<file path="src/rtl/j_mtxread.sv">
// Matrix operand read sequencer: emits one long-word read address per accepted request.
// Optional abort port enabled by defining J_MTXREAD_ABORT_EN.
module j_mtxread #(
  parameter int AW = 24,
  parameter int CW = 6
) (
  input  logic          clk,
  input  logic          resetl,
  input  logic          start,
  input  logic [AW-1:0] base,
  input  logic [CW-2:0] width,
  input  logic          colmode,
  output logic          rd_req,
  output logic [AW-1:0] rd_addr,
  output logic          rd_last,
  input  logic          rd_ack,
  output logic          busy,
  output logic          done
`ifdef J_MTXREAD_ABORT_EN
  ,
  input  logic          abort
`endif
);

  typedef enum logic [1:0] {
    IDLE = 2'd0,
    RUN  = 2'd1,
    DONE = 2'd2
  } state_t;

  state_t        state, state_nxt;
  logic [AW-1:0] addr;
  logic [AW-1:0] stride;
  logic [CW-1:0] remaining;
  logic          kill;
  logic          launch;
  logic          last_elem;

`ifdef J_MTXREAD_ABORT_EN
  assign kill = abort;
`else
  assign kill = 1'b0;
`endif

  // Abort in IDLE outranks start, so a simultaneous start is dropped.
  assign launch    = (state == IDLE) && start && !kill;
  assign last_elem = (remaining == CW'(1));

  always_ff @(posedge clk or negedge resetl) begin
    if (!resetl) begin
      state <= IDLE;
    end else begin
      state <= state_nxt;
    end
  end

  always_comb begin
    state_nxt = state;
    case (state)
      IDLE: begin
        if (launch) begin
          state_nxt = (width != '0) ? RUN : DONE;
        end
      end
      RUN: begin
        if (kill) begin
          state_nxt = IDLE;
        end else if (rd_ack && last_elem) begin
          state_nxt = DONE;
        end
      end
      DONE:    state_nxt = IDLE;
      default: state_nxt = IDLE;
    endcase
  end

  always_ff @(posedge clk or negedge resetl) begin
    if (!resetl) begin
      addr      <= '0;
      remaining <= '0;
      stride    <= '0;
    end else begin
      case (state)
        IDLE: begin
          if (launch) begin
            addr      <= base & {{(AW-2){1'b1}}, 2'b00};
            remaining <= {1'b0, width};
            stride    <= colmode ? {{(AW-CW-1){1'b0}}, width, 2'b00} : AW'(4);
          end
        end
        RUN: begin
          if (kill) begin
            remaining <= '0;
          end else if (rd_ack) begin
            addr      <= addr + stride;
            remaining <= remaining - CW'(1);
          end
        end
        default: begin
          if (kill) begin
            remaining <= '0;
          end
        end
      endcase
    end
  end

  assign rd_req  = (state == RUN);
  assign rd_addr = addr;
  assign rd_last = (state == RUN) && last_elem;
  assign busy    = (state != IDLE);
  assign done    = (state == DONE);

endmodule

</file>
<file path="config.mk">
export PLATFORM = sky130hd
export DESIGN_NAME = j_mtxread
export DESIGN_NICKNAME = d
export VERILOG_FILES = /design/src/rtl/j_mtxread.sv
export SDC_FILE = /design/constraint.sdc
export NUM_CORES = 1
export LEC_CHECK = 0
export CAP_MARGIN = 20
export CORE_UTILIZATION = 52
export CTS_CLUSTER_DIAMETER = 30
export DETAILED_ROUTE_END_ITERATION = 7
export GPL_ROUTABILITY_DRIVEN = 0
export GPL_TIMING_DRIVEN = 0
export HOLD_SLACK_MARGIN = 0.1
export PLACE_DENSITY = 0.84
export SYNTH_ARGS = -nofsm -noshare
export SYNTH_HDL_FRONTEND = slang
export SYNTH_SLANG_ARGS = --single-unit
</file>
<file path="constraint.sdc">
create_clock -name clk -period 4.4 [get_ports clk]
set_input_delay 0.88 -clock clk [delete_from_list [all_inputs] [get_ports clk]]
set_output_delay 0.88 -clock clk [all_outputs]
set_load 0.01 [all_outputs]
</file>
==> results_dict.tcl <==
set metrics [dict create \
    crit_chain "nand2b_1 > inv_1 > buf_2 > buf_2 > clkdlybuf4s50_1" \
    viasPerCell 6.34 \
    critPathMaxFanout 10 \
    grt_max_degree 36 \
    power.density_mw_per_mm2 686 \
    holdBufCountCts 0 \
    num_rows 23 \
    period_share_pct 73.6 \
    critical-path-max-stage-delay_ns 0.58 \
    dp_slack_ns 1.54 \
    syn_inst 261 \
    pin_count 62 \
    root_buffer "clkbuf_8" \
    antenna_left 0 \
    n_antenna_cell 0 \
    crit_path_frequent_cell "buf_2" \
    gr-total-overflow 0 \
    min_path_type "flip-flop to flip-flop" \
    status "finished clean" \
    min_period_ns 3.24 \
    clkSinkCount 35 \
    ir_drop_v 0.000405 \
    crit_slowest_cell "clkdlybuf4s50_1" \
    dieArea_mm2 0.00453 \
    postLayoutCoreUtil_pct 72.4 \
    core_area_mm2 0.00406 \
    p_leak_nw 1.26 \
    crit_arrival_ns 2.36 \
    synth_cell_type_count 51 \
    drc 0 \
    worst_slack_ns 1.16 \
    grtUsageTotal_pct 31.5 \
    insertion_delay_ns 0.29 \
    criticalPathCategory "flip-flop to output pin" \
    antenna_found_initial 0 \
    drt_iter0_markers 285 \
    finalSetupViolCount 0 \
    grt_first_pass_wirelength_um 10400 \
    cts_buffers 5 \
    num_vias 2385 \
    syn_to_final_growth_pct 32.4 \
    cts_resized 0 \
    relSlewSlack_pct 46.0 \
    nets 368 \
    port-buffer-count 57 \
    wl_um 6530 \
    die_y_um 67.3 \
    die_w_um 67.3 \
    cts_setup_buffers 0 \
    clock_skew_ns 0.00295 \
    startpoint_type "flip-flop" \
    hold_viol 0 \
    cts_max_path_buffers 2 \
    synthArstFlopShare_pct 100 \
    drv_cap 0 \
    start_util_pct 54.7 \
    fmax_mhz 309 \
    dpl.hpwl_um 4580 \
    synth-edff-count 0 \
    mappedNetlistArea_mm2 0.00222 \
    tightest_slew_ns 0.810 \
    crit_required_ns 3.52 \
    avgSynthCellArea_um2 8.50 \
    detail_route.wl_per_cell_um 17.4 \
    tns_ns 0 \
    path_clk_slew_ns 0.07 \
    tritoncts "done" \
    drt-pass1-iter-count 6 \
    first_global_vias 2221 \
    slew_violations 0 \
    ys.flop_type "dfrtp_1" \
    yosysWarnings 0 \
    rsz0062_at_grt "no" \
    yosysSeqAreaShare_pct 39.5 \
    ys_seq_elements 35 \
    htreeDepth 2 \
    layout-drive-gt1-share_pct 7.67 \
    cp-end-kind "output pin" \
]
==> area by class of cell <==
class,instances,area (um2)
Timing Repair Buffer,57,566
Fill cell,311,1120
Sequential cell,35,876
Clock inverter,1,5.00
Multi-Input combinational cell,201,1230
Buffer,18,88.8
Clock buffer,6,82.6
Inverter,8,30.0
Tap cell,50,62.6
==> worst max-delay path, delay by kind of cell (launching register included) <==
family	cells	cell delay, ns
buffers and inverters	4	1.38
AND/OR/NAND/NOR	1	0.24
flip-flops	1	0.43
==> metal layers <==
layer | global-route usage (%) | routed length (um) | part of all wire (%) | up-vias
li1 | - | - | - | 1098
met2 | 51.7 | 3170 | 49 | 136
met1 | 40.1 | 2720 | 42 | 1143
met4 | 12.8 | 58 | 0.89 | 0
met3 | 6.76 | 576 | 8.8 | 8
met5 | 0 | 0 | 0 | -
==> synth_stat cells (all sizes together), types with 2 or more instances <==
master	instances	share of area, %
dfrtp	35	39
nand2	29	4.9
nor2	22	3.7
a21oi	21	4.7
o21ai	14	3.2
nand3	12	2.7
o22ai	10	2.8
buf	9	2.5
clkbuf	9	1.5
a31oi	8	2.3
inv	8	1.4
and3	7	2.0
ha	7	3.9
or3	7	2.2
a2bb2oi	6	2.4
a311oi	6	2.4
a211oi	5	1.7
nand4	4	1.1
o211ai	4	1.4
nor4	3	0.85
or2	3	0.85
mux2i	2	0.90
nand2b	2	0.56
nor3	2	0.45
nor3b	2	0.68
o21bai	2	0.68
o22a	2	0.79
xnor2	2	0.79
==> report_power, final <==
part / leakage [nW] / switching, mW / internal, mW / total [mW]
Combinational: 0.783 / 0.594 / 0.541 / 1.13
Sequential: 0.427 / 0.168 / 0.470 / 0.638
Clock: 0.0470 / 0.121 / 0.123 / 0.244
==> state kept, by name, indices dropped and copies added, names as in the netlist <==
| register | flops |
|---|---|
| rd_addr | 22 |
| remaining | 6 |
| stride | 5 |
| state | 2 |
==> cells by family (layout without fill, tap and decap cells) <==
kind of cell	after synthesis	count (layout)	share of synthesized area, %
other	1	2	0.169
buffers and inverters	26	90	5.35
xor gates and xnor gates	3	3	1.18
muxes	2	2	0.902
adders and majority gates	8	8	4.85
AOI/OAI and AO/OA	87	87	25.8
DFF	35	35	39.5
and+or+nand+nor	99	99	22.3
==> cells in the final DEF (no fill, tap or decap), types with 2 or more instances in the layout <==
cell type,instances
a211oi_1,5
a21oi_1,21
a2bb2oi_1,6
a311oi_1,6
a31oi_1,8
and3_1,6
buf_2,6
buf_4,4
clkbuf_1,9
clkbuf_8,6
clkdlybuf4s50_1,56
conb_1,2
dfrtp_1,35
ha_1,7
inv_1,8
mux2i_1,2
nand2_1,29
nand2b_1,2
nand3_1,12
nand4_1,4
nor2_1,22
nor3_1,2
nor3b_1,2
nor4_1,3
o211ai_1,4
o21ai_0,13
o21bai_1,2
o22a_1,2
o22ai_1,10
or2_2,2
or3_1,6
xnor2_1,2
==> worst paths after layout <==
path                       depth (start not counted)  slack (ns)                    from                        to
max                                                5        1.16    state[1]$_DFFE_PN0P_                    rd_req
min in group asynchronous                          1        0.67                  resetl  remaining[1]$_DFFE_PN0P_
min                                                2        0.48   stride[6]$_DFFE_PN0P_     stride[6]$_DFFE_PN0P_
min reg2reg                                        2        0.48   stride[6]$_DFFE_PN0P_     stride[6]$_DFFE_PN0P_
max in group asynchronous                          1        3.22                  resetl    rd_addr[5]$_DFFE_PN0P_
max reg2reg                                        8        1.94  rd_addr[2]$_DFFE_PN0P_   rd_addr[18]$_DFFE_PN0P_
==> per-stage QoR <==
stage | cells | hold WS, ns | power (mW) | cell area, um2
4_1_cts | 376 | 0.481 | 2.00 | 2940
2_1_floorplan | 262 | 0.443 | 1.30 | 2220
3_3_place_gp | 369 | 0.459 | 1.71 | 2860
6_report | 376 | 0.477 | 2.02 | 2940
5_1_grt | 376 | 0.526 | 2.17 | 2940
3_5_place_dp | 369 | 0.465 | 1.75 | 2850
Note: power is estimated with default switching activity, not from simulation.
